--- src/rtl/uart_rx_pkg.sv ---
// Shared definitions for the UART receive path: FSM state encoding,
// legal oversampling ratios and parity type codes.
package uart_rx_pkg;

  typedef enum logic [2:0] {
    IDLE  = 3'd0,
    START = 3'd1,
    DATA  = 3'd2,
    PAR   = 3'd3,
    STOP  = 3'd4
  } rx_state_e;

  localparam int unsigned PRESC_8  = 8;
  localparam int unsigned PRESC_16 = 16;
  localparam int unsigned PRESC_32 = 32;

  localparam logic PARITY_EVEN = 1'b0;
  localparam logic PARITY_ODD  = 1'b1;

  function automatic logic presc_legal(input int unsigned p);
    return (p == PRESC_8) || (p == PRESC_16) || (p == PRESC_32);
  endfunction

  function automatic logic parity_expected(input logic par_typ, input logic data_xor);
    logic p;
    case (par_typ)
      PARITY_EVEN: p = data_xor;
      PARITY_ODD:  p = ~data_xor;
      default:     p = data_xor;
    endcase
    return p;
  endfunction

endpackage

--- src/rtl/uart_rx_sampler.sv ---
// Three-sample majority voter: captures RX_IN around mid-bit
// (edges P/2-1, P/2, P/2+1) and presents the voted bit continuously.
module uart_rx_sampler #(
  parameter int PRESC_WIDTH = 6
) (
  input  logic                   clk,
  input  logic                   rst_n,
  input  logic                   rx_in,
  input  logic [PRESC_WIDTH-1:0] edge_cnt,
  input  logic [PRESC_WIDTH-1:0] presc,
  output logic                   sampled_bit
);

  localparam logic [PRESC_WIDTH-1:0] ONE = PRESC_WIDTH'(1);

  logic [PRESC_WIDTH-1:0] half;
  logic [2:0]             samples_q, samples_d;

  assign half = presc >> 1;

  always_comb begin
    samples_d = samples_q;
    if (edge_cnt == half - ONE) samples_d[0] = rx_in;
    if (edge_cnt == half)       samples_d[1] = rx_in;
    if (edge_cnt == half + ONE) samples_d[2] = rx_in;
  end

  always_ff @(posedge clk or negedge rst_n) begin
    if (!rst_n) samples_q <= '1;
    else        samples_q <= samples_d;
  end

  assign sampled_bit = (samples_q[0] & samples_q[1]) |
                       (samples_q[0] & samples_q[2]) |
                       (samples_q[1] & samples_q[2]);

endmodule

--- src/rtl/uart_rx_ctrl.sv ---
// UART receive controller: start-bit detection with glitch rejection,
// LSB-first deserialisation, optional parity and stop-bit checking.
module uart_rx_ctrl
  import uart_rx_pkg::*;
#(
  parameter int DATA_WIDTH  = 8,
  parameter int PRESC_WIDTH = 6
) (
  input  logic                   CLK,
  input  logic                   RST,
  input  logic                   RX_IN,
  input  logic                   PAR_EN,
  input  logic                   PAR_TYP,
  input  logic [PRESC_WIDTH-1:0] Prescale,
  output logic [DATA_WIDTH-1:0]  P_DATA,
  output logic                   DATA_VALID,
  output logic                   PAR_ERR,
  output logic                   STP_ERR
);

  localparam int BCW = (DATA_WIDTH > 1) ? $clog2(DATA_WIDTH) : 1;
  localparam logic [PRESC_WIDTH-1:0] ONE = PRESC_WIDTH'(1);

  rx_state_e              state_q, state_d;
  logic [PRESC_WIDTH-1:0] edge_cnt_q, edge_cnt_d;
  logic [PRESC_WIDTH-1:0] presc_q, presc_d;
  logic [BCW-1:0]         bit_cnt_q, bit_cnt_d;
  logic [DATA_WIDTH-1:0]  shift_q, shift_d;
  logic [DATA_WIDTH-1:0]  p_data_q, p_data_d;
  logic                   data_valid_q, data_valid_d;
  logic                   par_err_q, par_err_d;
  logic                   stp_err_q, stp_err_d;
  logic                   sampled_bit;
  logic                   bit_end;

  uart_rx_sampler #(
    .PRESC_WIDTH(PRESC_WIDTH)
  ) u_sampler (
    .clk        (CLK),
    .rst_n      (RST),
    .rx_in      (RX_IN),
    .edge_cnt   (edge_cnt_q),
    .presc      (presc_q),
    .sampled_bit(sampled_bit)
  );

  assign bit_end = (edge_cnt_q == presc_q - ONE);

  always_comb begin
    state_d      = state_q;
    edge_cnt_d   = edge_cnt_q;
    presc_d      = presc_q;
    bit_cnt_d    = bit_cnt_q;
    shift_d      = shift_q;
    p_data_d     = p_data_q;
    data_valid_d = 1'b0;
    par_err_d    = par_err_q;
    stp_err_d    = stp_err_q;

    // Counter wraps on the last edge so every exit leaves it at zero.
    if (state_q != IDLE) edge_cnt_d = bit_end ? '0 : edge_cnt_q + ONE;

    case (state_q)
      IDLE: begin
        if (!RX_IN) begin
          state_d    = START;
          edge_cnt_d = '0;
          bit_cnt_d  = '0;
          presc_d    = presc_legal(32'(Prescale)) ? Prescale : PRESC_WIDTH'(PRESC_8);
          par_err_d  = 1'b0;
          stp_err_d  = 1'b0;
        end
      end
      START: begin
        if (bit_end) state_d = sampled_bit ? IDLE : DATA;
      end
      DATA: begin
        if (bit_end) begin
          shift_d   = {sampled_bit, shift_q[DATA_WIDTH-1:1]};
          bit_cnt_d = bit_cnt_q + BCW'(1);
          if (bit_cnt_q == BCW'(DATA_WIDTH - 1)) state_d = PAR_EN ? PAR : STOP;
        end
      end
      PAR: begin
        if (bit_end) begin
          par_err_d = (sampled_bit != parity_expected(PAR_TYP, ^shift_q));
          state_d   = STOP;
        end
      end
      STOP: begin
        if (bit_end) begin
          stp_err_d    = ~sampled_bit;
          p_data_d     = shift_q;
          data_valid_d = sampled_bit & ~par_err_q;
          state_d      = IDLE;
        end
      end
      default: state_d = IDLE;
    endcase
  end

  always_ff @(posedge CLK or negedge RST) begin
    if (!RST) begin
      state_q      <= IDLE;
      edge_cnt_q   <= '0;
      presc_q      <= PRESC_WIDTH'(PRESC_8);
      bit_cnt_q    <= '0;
      shift_q      <= '0;
      p_data_q     <= '0;
      data_valid_q <= 1'b0;
      par_err_q    <= 1'b0;
      stp_err_q    <= 1'b0;
    end else begin
      state_q      <= state_d;
      edge_cnt_q   <= edge_cnt_d;
      presc_q      <= presc_d;
      bit_cnt_q    <= bit_cnt_d;
      shift_q      <= shift_d;
      p_data_q     <= p_data_d;
      data_valid_q <= data_valid_d;
      par_err_q    <= par_err_d;
      stp_err_q    <= stp_err_d;
    end
  end

  assign P_DATA     = p_data_q;
  assign DATA_VALID = data_valid_q;
  assign PAR_ERR    = par_err_q;
  assign STP_ERR    = stp_err_q;

endmodule

--- config.mk ---
export PLATFORM = sky130hd
export DESIGN_NAME = uart_rx_ctrl
export DESIGN_NICKNAME = d
export VERILOG_FILES = /design/src/rtl/uart_rx_pkg.sv /design/src/rtl/uart_rx_sampler.sv /design/src/rtl/uart_rx_ctrl.sv
export SDC_FILE = /design/constraint.sdc
export NUM_CORES = 1
export LEC_CHECK = 0
export CORE_UTILIZATION = 45
export DETAILED_ROUTE_END_ITERATION = 6
export GPL_ROUTABILITY_DRIVEN = 0
export GPL_TIMING_DRIVEN = 0
export PLACE_DENSITY = 0.69
export SYNTH_ARGS = -nofsm -noshare
export SYNTH_HDL_FRONTEND = slang
export SYNTH_SLANG_ARGS = --single-unit
--- constraint.sdc ---
create_clock -name CLK -period 3.6 [get_ports CLK]
set_input_delay 0.72 -clock CLK [delete_from_list [all_inputs] [get_ports CLK]]
set_output_delay 0.72 -clock CLK [all_outputs]
set_load 0.05 [all_outputs]
==> run metrics, run 1 <==
Sum Neg Setup Slack=0 ns; Yosys reg bits=40; CTS tree=built; DR WL/cell=between 10 and 15 µm; initial antenna violation count=0; Setup crit end kind=flop; CTS Buf Count=5; Final Max Tran Viols=0; nets=270; Hold Buf Count CTS=0; fill count=roughly 440; final setup fails=0; CTS clk-pin slew, worst paths=roughly 0.08 ns; post-synthesis adder-cell area fraction=0.0419; H-tree Lvls=2; Mapped Cells=223; synth warn=0; Final Routed Wirelength=between 4000 and 5000 µm; Setup CP Type=reg -> reg; core region area=slightly below 5000 µm²; leakage=between 1 and 1.5 nW; Unique masters post-synth=47; residual DRC count=0; clk buf depth=2; MaxCap Viol Count=0; Clock Sinks=40; Post-synth EDFFs=0; element type at the critical path start=flop; final period utilization=0.720; Worst VDD drop=0.293 mV; Max Clock Skew=about 0.0036 ns; Detailed Place HPWL=~3300 µm; CP max FO=10; initial drt markers=~110; postcts setup bufs=0; fraction of registers with async set/reset=1.00; Final Power=approximately 1.7 mW; std cell rows=25; xor-xnor portion of the synthesized cell area=0.102; Die Width=roughly 74 µm; Worst Path Arrival=approximately 2.8 ns; area of the die=approximately 5500 µm²; die height=approximately 74 µm; Global Route Usage Sum=0.176; area grow syn2layout=18.4%; syn avg cell area=about 10 µm²; PD cells=630 nW/µm²; share of layout cells above drive strength 1=0.190; run status=finished, final reports clean; ys flop type=dfrtp_1; relative slew slack=0.643; post_cts resized=0; drt first pass iters=4; Post-Synth Simple-Gate Area=0.165; most common cell after layout, fill and taps aside=dfrtp_1; I/O Buffers=21; via count=roughly 1700; RSZ-0062 raised after global routing=no; first-pass GRT wire length=slightly above 7000 µm; Antenna Violating Nets Remaining=0; worst hold-check path type=in -> async; Via density=~5.2; # IOs=22; Slew @ Worst Pin=0.533 ns; grt ovf=0; syn_nets=roughly 240; Compound-Gate Fraction of Synth Area=0.0961; vias in the first global route=1488; Clock Latency Late Sink=between 0.2 and 0.3 ns; Seq/Total Area, Yosys=0.432; Peak Freq=~0.39 GHz; CP required=3.78 ns; largest family of logic cells by synthesized area=simple AND/OR/NAND/NOR gates; final worst path period need=roughly 2.6 ns; mapped cell area=around 2300 µm²; most frequent cells in the layout=dfrtp_1, nand2_1, clkdlybuf4s50_1; largest net degree at the start of global routing=23; mux cell area share after synthesis=0.122; initial core utilization=0.481; Clock Tree Root=clkbuf_8; Ant. Diodes=0; final hold vios=0
==> report_power, final <==
group,internal [mW],switching [mW]
Clock,0.205,0.160
Combinational,0.313,0.454
Sequential,0.545,0.0602
==> worst max-delay path, cell delays in order, from the launching register on <==
cell       delay [ns]
dfrtp_1          0.34
buf_2            0.20
inv_1            0.10
ha_1             0.20
a21boi_2         0.18
xnor2_1          0.25
o2111ai_4        0.26
nor3_4           0.54
mux2_2           0.40
==> cell usage after synthesis, types with 3 or more instances <==
master | count | share of area
a21oi_1 | 3 | 0.0064
buf_2 | 5 | 0.011
clkbuf_1 | 5 | 0.0081
dfrtp_1 | 36 | 0.39
dfstp_2 | 4 | 0.045
ha_1 | 7 | 0.038
inv_1 | 9 | 0.014
mux2_2 | 19 | 0.092
mux2i_1 | 7 | 0.030
nand2_1 | 20 | 0.032
nand2b_1 | 5 | 0.013
nand3_1 | 5 | 0.011
nor2_1 | 11 | 0.018
nor3_1 | 9 | 0.019
o21ai_0 | 11 | 0.024
or3_1 | 4 | 0.011
xnor2_1 | 15 | 0.056
xor2_1 | 12 | 0.045
==> stage by stage <==
step                      instances  cell area, µm²   util  hold WS (ns)  worst slack [ns]
after global placement          311            2620  0.541         0.475             0.752
final                           320            2760  0.569         0.380              1.01
after CTS                       320            2760  0.569         0.391             0.985
after detailed placement        312            2650  0.546         0.485             0.999
after global routing            320            2760  0.569         0.409             0.850
after floorplan                 223            2330      -         0.424              1.31
==> per-layer routing <==
metal	up-vias	part of all wire	track usage
li1	832	-	-
met1	807	0.51	0.248
met2	22	0.45	0.263
met3	8	0.022	0.0325
met4	0	0.019	0.0833
met5	-	0	0
==> final cells by class <==
| type | count | area, µm² | area share |
|---|---|---|---|
| multi-input combinational | 161 | 1230 | 0.445 |
| sequential | 40 | 1010 | 0.365 |
| timing repair buffer | 22 | 233 | 0.0844 |
| tap | 67 | 83.8 | 0.0304 |
| clock buffer | 5 | 68.8 | 0.0250 |
| buffer | 13 | 63.8 | 0.0231 |
| clock inverter | 3 | 42.5 | 0.0154 |
| inverter | 9 | 33.8 | 0.0123 |
==> logic make-up (layout without fill, tap and decap cells) <==
logic type | after synthesis | after routing
flops | 40 | 40
simple gates | 70 | 70
xor+xnor | 27 | 27
mux | 26 | 26
fa+ha+maj | 8 | 8
compound gates | 30 | 30
buf+inv | 22 | 52
==> state kept, by name (all words and copies together), names as in the netlist <==
signal	flops
bit_cnt_q	3
shift_q	8
u_sampler.samples_q	3
edge_cnt_q	6
STP_ERR	1
PAR_ERR	1
state_q	3
presc_q	6
P_DATA	8
DATA_VALID	1
==> worst paths after layout <==
| path | start | end | slack [ns] | cells after the start |
|---|---|---|---|---|
| hold reg to reg | bit_cnt_q[0]$_DFFE_PN0P_ | bit_cnt_q[0]$_DFFE_PN0P_ | 0.49 | 1 |
| setup reg to reg | presc_q[2]$_DFFE_PN0P_ | P_DATA[1]$_DFFE_PN0P_ | 1.01 | 8 |
| hold / removal | RST | presc_q[0]$_DFFE_PN0P_ | 0.38 | 1 |
| setup / recovery | presc_q[2]$_DFFE_PN0P_ | P_DATA[1]$_DFFE_PN0P_ | 1.01 | 8 |
| max in group asynchronous | RST | STP_ERR$_DFFE_PN0P_ | 2.75 | 2 |
| min in group CLK | bit_cnt_q[0]$_DFFE_PN0P_ | bit_cnt_q[0]$_DFFE_PN0P_ | 0.49 | 1 |
Power figures use the tool's default switching activity.
==> run 2, diff against run 1 <==
--- a/config.mk
+++ b/config.mk
@@ -9,7 +9,7 @@
 export DETAILED_ROUTE_END_ITERATION = 6
 export GPL_ROUTABILITY_DRIVEN = 0
 export GPL_TIMING_DRIVEN = 0
-export PLACE_DENSITY = 0.69
+export PLACE_DENSITY = 0.72
 export SYNTH_ARGS = -nofsm -noshare
 export SYNTH_HDL_FRONTEND = slang
 export SYNTH_SLANG_ARGS = --single-unit
==> constraint.sdc (replaced) <==
create_clock -name CLK -period 2.1 [get_ports CLK]
set_input_delay 0.42 -clock CLK [delete_from_list [all_inputs] [get_ports CLK]]
set_output_delay 0.42 -clock CLK [all_outputs]
set_load 0.05 [all_outputs]
==> run metrics, run 2 (synthesis results as in run 1) <==
CP max FO=5 (-5); CTS tree=built; Worst VDD drop=0.521 mV (+78%); worst hold-check path type=in -> async; CP delay by family, top=simple AND/OR/NAND/NOR gates; Worst R2R Start=presc_q[1]$_DFFE_PN0P_; final hold vios=0 (unchanged); Crit path depth=9 (+1); vias in the first global route=1791 (+20%); core region area=4850 µm² (unchanged); leakage=1.36 nW (+13%); Clock Latency Late Sink=0.29 ns (about the same); violated checks=setup timing; crit path from=presc_q[1]$_DFFE_PN0P_; clk buf depth=2 (unchanged); Slew @ Worst Pin=0.521 ns (-0.0127 ns); area grow syn2layout=32.9%; Setup CP Type=reg -> reg; CP required=2.27 ns (-1.51 ns); Antenna Violating Nets Remaining=0 (unchanged); H-tree Lvls=2 (unchanged); fin util=0.639 (+0.0699); Via density=5.24 (+0.37%); placed insts=312 (unchanged); Worst Path Arrival=2.34 ns (-0.43 ns); Reg2Reg Capture Point=P_DATA[7]$_DFFE_PN0P_; Peak Freq=0.460 GHz (+19%); Worst Slack Setup Final=-0.0723 ns (-1.08 ns); initial antenna violation count=0 (unchanged); DR WL/cell=14.8 µm (+8.2%); Buf/Inv on CP=3 (+1); Setup crit end kind=flop; Final Power=3.28 mW (+89%); worst setup path endpoint=P_DATA[7]$_DFFE_PN0P_; CTS clk-pin slew, worst paths=0.08 ns (about the same); I/O Buffers=21 (unchanged); Post-Layout Cell Count=336 (+5.0%); relative slew slack=0.653 (+0.00960); largest net degree at the start of global routing=22 (-4.3%); Final Max Tran Viols=0 (unchanged); PD cells=1060 nW/µm² (+68%); Worst R2R Setup Slack=-0.07 ns (-1.08 ns); Ant. Diodes=0 (unchanged); Clock Sinks=40 (unchanged); initial drt markers=131 (+20%); drt first pass iters=4 (unchanged); RSZ-0062 raised after global routing=yes; Max Clock Skew=0.00577 ns (+0.00214 ns); # IOs=22 (unchanged); CP max stage cell=dfrtp_2; Slowest Stage Delay on Critical Path=0.43 ns (-0.11 ns); element type at the critical path start=flop; residual DRC count=0 (unchanged); first-pass GRT wire length=8620 µm (+20%); Sum Neg Setup Slack=-1.13 ns (-1.13 ns); Die Width=74.0 µm (unchanged); final worst path period need=2.17 ns (-0.421 ns); share of layout cells above drive strength 1=0.290 (+0.100); grt ovf=0 (unchanged); final setup fails=21 (+21); nets=286 (+5.9%); std cell rows=25 (unchanged); Global Route Usage Sum=0.211 (+0.0352); most common cell after layout, fill and taps aside=dfrtp_1; die height=74.0 µm (unchanged); initial core utilization=0.481 (unchanged); R2R depth=9 (+1); Clock Tree Root=clkbuf_8; CP cell instances=inv_4 > ha_4 > a21boi_4 > and3_4 > o2111ai_4 > nor3_4 > buf_6 > buf_12 > mux2_4; via count=1759 (+5.4%); Final Routed Wirelength=4970 µm (+14%); most frequent cells in the layout=dfrtp_1, nand2_1, clkdlybuf4s50_1; MaxCap Viol Count=0 (unchanged); Detailed Place HPWL=3260 µm (+0.14%); area of the die=5470 µm² (unchanged); run status=complete, but fails checks; final period utilization=1.03 (+0.314); CTS Buf Count=5 (unchanged)
-- run 2: cell count changes in the layout (fill, tap and decap cells not counted), sizes merged --
cell and change:
buf +15, clkbuf +3, clkinv -1, clkinvlp -1
-- run 2: cell type report --
class,instances,area (µm²)
Clock inverter,1,30.0
Sequential cell,40,1010
Timing Repair Buffer,39,408
Multi-Input combinational cell,161,1370
Buffer,12,62.6
Fill cell,387,1750
Tap cell,67,83.8
Clock buffer,7,96.3
Inverter,9,38.8
-- run 2: where the power goes --
part	switching, mW	internal, mW
Combinational	0.892	0.680
Clock	0.259	0.419
Sequential	0.0976	0.934
-- run 2: worst min-delay path by stage --
stage                     slack [ns]                      from                  endpoint
after floorplan                 0.12                       RST      DATA_VALID$_DFF_PN0_
after global placement          0.48  bit_cnt_q[0]$_DFFE_PN0P_  bit_cnt_q[0]$_DFFE_PN0P_
after detailed placement        0.42                       RST     P_DATA[6]$_DFFE_PN0P_
after CTS                        0.1                       RST       PAR_ERR$_DFFE_PN0P_
after global routing            0.13                       RST    shift_q[4]$_DFFE_PN0P_
final                           0.10                       RST       PAR_ERR$_DFFE_PN0P_
-- run 2: what timing repair did --
| item | 4_1_cts | 5_1_grt |
|---|---|---|
| setup endpoints to repair | 29 | 33 |
| setup buffers | 14 | 2 |
| resized for setup | 15 | 14 |
| gates cloned | 1 | 0 |
| hold buffers | 0 | 0 |
| pin swaps | 4 | 6 |
-- run 2: through the flow --
step / hold slack (ns) / setup WS (ns) / area (µm²)
after floorplan: 0.124 / -0.0950 / 2400
after global placement: 0.477 / -0.418 / 2690
after detailed placement: 0.415 / -0.420 / 2710
after CTS: 0.0998 / -0.140 / 3040
after global routing: 0.133 / -0.179 / 3100
final: 0.101 / -0.0723 / 3100
-- run 2: layer usage --
metal	track usage	wire length (µm)
met1	0.283	2330
met2	0.343	2360
met3	0.0420	205
met4	0.0726	71
met5	0	0
-- run 2: worst register-to-register path: cells and delay by family, from the launching register on --
kind                     cells  cell delay [ns]
AO/OA/AOI/OAI                2             0.44
adder cells (fa/ha/maj)      1             0.13
buffers and inverters        3             0.34
flip-flops                   1             0.43
multiplexers                 1             0.29
AND/OR/NAND/NOR              2             0.45
==> run 3, diff against run 2 <==
--- a/config.mk
+++ b/config.mk
@@ -5,11 +5,13 @@
 export SDC_FILE = /design/constraint.sdc
 export NUM_CORES = 1
 export LEC_CHECK = 0
+export CORE_MARGIN = 1.5
 export CORE_UTILIZATION = 45
 export DETAILED_ROUTE_END_ITERATION = 6
 export GPL_ROUTABILITY_DRIVEN = 0
 export GPL_TIMING_DRIVEN = 0
-export PLACE_DENSITY = 0.72
+export PLACE_DENSITY = 0.71
 export SYNTH_ARGS = -nofsm -noshare
 export SYNTH_HDL_FRONTEND = slang
+export SYNTH_HIERARCHICAL = 1
 export SYNTH_SLANG_ARGS = --single-unit
==> constraint.sdc (replaced) <==
create_clock -name CLK -period 1.92 [get_ports CLK]
set_input_delay 0.384 -clock CLK [delete_from_list [all_inputs] [get_ports CLK]]
set_output_delay 0.384 -clock CLK [all_outputs]
set_load 0.05 [all_outputs]
==> run metrics, run 3 <==
Hold Buf Count CTS=0 (unchanged); Slew @ Worst Pin=0.879 ns (+0.358 ns); Antenna Violating Nets Remaining=0 (unchanged); Final Max Tran Viols=0 (unchanged); CP max stage cell=dfrtp_2; largest net degree at the start of global routing=41 (+86%); fill count=397 (+2.6%); Setup CP Type=reg -> reg; I/O Buffers=21 (unchanged); synth cell count leaders=dfrtp_1, nand2_1, xnor2_1; Global Route Usage Sum=0.192 (-0.0189); vias in the first global route=1776 (-0.84%); internal power=2.73 mW (+34%); Die Width=75.8 µm (+2.5%); Final Routed Wirelength=5510 µm (+11%); final hold vios=0 (unchanged); Clock Latency Late Sink=0.29 ns (about the same); Worst Path Arrival=2.20 ns (-0.14 ns); leakage=1.39 nW (+2.3%); share of layout cells above drive strength 1=0.331 (+0.0410); Seq/Total Area, Yosys=0.422 (-0.00975); most common cell after layout, fill and taps aside=dfrtp_1; initial core utilization=0.467 (-0.0138); violated checks=setup timing; first-pass GRT wire length=8310 µm (-3.5%); CP delay by family, top=compound AO/OA/AOI/OAI gates; Mapped Cells=231 (+3.6%); CTS Buf Count=5 (unchanged); MaxCap Viol Count=0 (unchanged); ranking of synthesized cells by area=dfrtp_1, xnor2_1, mux2_2; Post-Layout Cell Count=354 (+5.4%); # IOs=22 (unchanged); syn_nets=248 (+2.9%); Clk network pwr share=0.149 (-0.058); mapped cell area=2380 µm² (+2.3%); initial antenna violation count=0 (unchanged); via count=1959 (+11%); cell taking the most area after synthesis=dfrtp_1; Buf/Inv on CP=2 (-1); Max Clock Skew=0.00750 ns (+0.00173 ns); Setup crit end kind=flop; Crit path depth=8 (-1); final worst path period need=2.02 ns (-0.153 ns); run status=complete, but fails checks; drt first pass iters=4 (unchanged); Slowest Stage Delay on Critical Path=0.43 ns (about the same); PD cells=1480 nW/µm² (+40%); CP cell instances=inv_2 > ha_4 > and3b_2 > nor3_4 > o31a_1 > buf_6 > nor3_2 > o311a_1; post-synth top area share=0.378 (-0.00873); fin util=0.632 (-0.00716); CP max FO=8 (+3); Post-synth EDFFs=0 (unchanged); R2R depth=8 (-1); RSZ-0062 raised after global routing=yes; syn avg cell area=10.3 µm² (-1.2%); placed insts=322 (+3.2%); std cell rows=26 (+4.0%); Worst Slack Setup Final=-0.0997 ns (-0.0274 ns); Detailed Place HPWL=3230 µm (-0.97%); H-tree Lvls=2 (unchanged); Via density=5.53 (+5.7%); clk buf depth=2 (unchanged); fraction of registers with async set/reset=1.00 (unchanged); CTS tree=built; Yosys reg bits=40 (unchanged); area of the die=5740 µm² (+5.0%); core region area=5110 µm² (+5.3%); Peak Freq=0.495 GHz (+7.6%); Unique masters post-synth=50 (+6.4%); sw power=2.05 mW (+64%); residual DRC count=0 (unchanged); Clock Sinks=40 (unchanged); switch share=0.428 (+0.0478); CTS clk-pin slew, worst paths=0.08 ns (about the same); Sequential Power Share=0.283 (-0.031); synth warn=6 (+6); final period utilization=1.05 (+0.0175); grt ovf=0 (unchanged); top-count cell post-synth=dfrtp_1; most frequent cells in the layout=dfrtp_1, nand2_1, clkdlybuf4s50_1; final setup fails=29 (+38%); initial drt markers=112 (-15%); relative slew slack=0.414 (-0.239); element type at the critical path start=flop; worst hold-check path type=in -> async; Clock Tree Root=clkbuf_8; Ant. Diodes=0 (unchanged); area grow syn2layout=35.3%; CP required=2.10 ns (-0.17 ns); die height=75.8 µm (+2.5%); nets=300 (+4.9%); Comb power frac=0.569 (+0.090); DR WL/cell=15.6 µm (+5.3%); Worst VDD drop=0.897 mV (+72%); ys flop type=dfrtp_1
==> run 3: repair_timing <==
action / 4_1_cts / 5_1_grt
setup buffers: 14 / 9
gates resized for setup: 11 / 37
cloned: 1 / 1
pin swaps: 6 / 9
endpoints found under the setup margin: 32 / 36
endpoints found under the hold margin: 0 / 0
==> run 3: cell families after synthesis <==
logic type      Yosys count  share of synthesized area
mux                      23                      0.107
buf+inv                  19                     0.0315
flops                    40                      0.422
xor+xnor                 27                      0.109
compound gates           33                      0.101
fa+ha+maj                 7                     0.0357
simple gates             82                      0.194
==> run 3: cell type report <==
cell class                 instances  area [µm²]  area share
inverter                          13        48.8      0.0151
sequential                        40        1010       0.313
tap                               70        87.6      0.0272
clock inverter                     3        46.3      0.0144
clock buffer                       5        68.8      0.0213
multi-input combinational        174        1510       0.467
buffer                             6        35.0      0.0109
timing repair buffer              43         420       0.130
==> run 3: final timing paths <==
path	from	to	slack, ns
hold reg to reg	PAR_ERR$_DFFE_PN0P_	DATA_VALID$_DFF_PN0_	0.49
max in group asynchronous	RST	edge_cnt_q[5]$_DFF_PN0_	1.11
setup reg to reg	presc_q[1]$_DFFE_PN0P_	state_q[0]$_DFFE_PN0P_	-0.1
min in group CLK	PAR_ERR$_DFFE_PN0P_	DATA_VALID$_DFF_PN0_	0.49
hold / removal	RST	presc_q[0]$_DFFE_PN0P_	0.20
setup / recovery	presc_q[1]$_DFFE_PN0P_	state_q[0]$_DFFE_PN0P_	-0.1
==> run 3: through the flow <==
stage	power [mW]	worst slack, ns	setup TNS (ns)	area [µm²]	hold slack (ns)
finish	4.78	-0.0997	-1.26	3230	0.198
floorplan	2.76	-0.0253	-0.0421	2400	0.0884
detailed placement	3.17	-0.227	-3.18	2690	0.470
CTS	4.17	-0.0344	-0.272	2990	0.244
global placement	3.12	-0.682	-23.09	2700	0.471
global route	5.08	-0.188	-4.48	3230	0.288
==> run 3: power groups by stage <==
stage	registers, mW	clock network (mW)	logic (mW)
detailed placement	1.36	0	1.81
finish	1.35	0.709	2.72
global placement	1.35	0	1.77
CTS	1.33	0.715	2.13
global route	1.38	0.749	2.95
floorplan	1.33	0	1.42
==> run 3: layer usage <==
metal / wire length [µm] / track usage / share of wire / vias up
met3: 184 / 0.0397 / 0.033 / 11
met4: 110 / 0.0575 / 0.020 / 0
met1: 2550 / 0.277 / 0.46 / 969
met2: 2660 / 0.292 / 0.48 / 51
li1: - / - / - / 928
met5: 0 / 0 / 0 / -
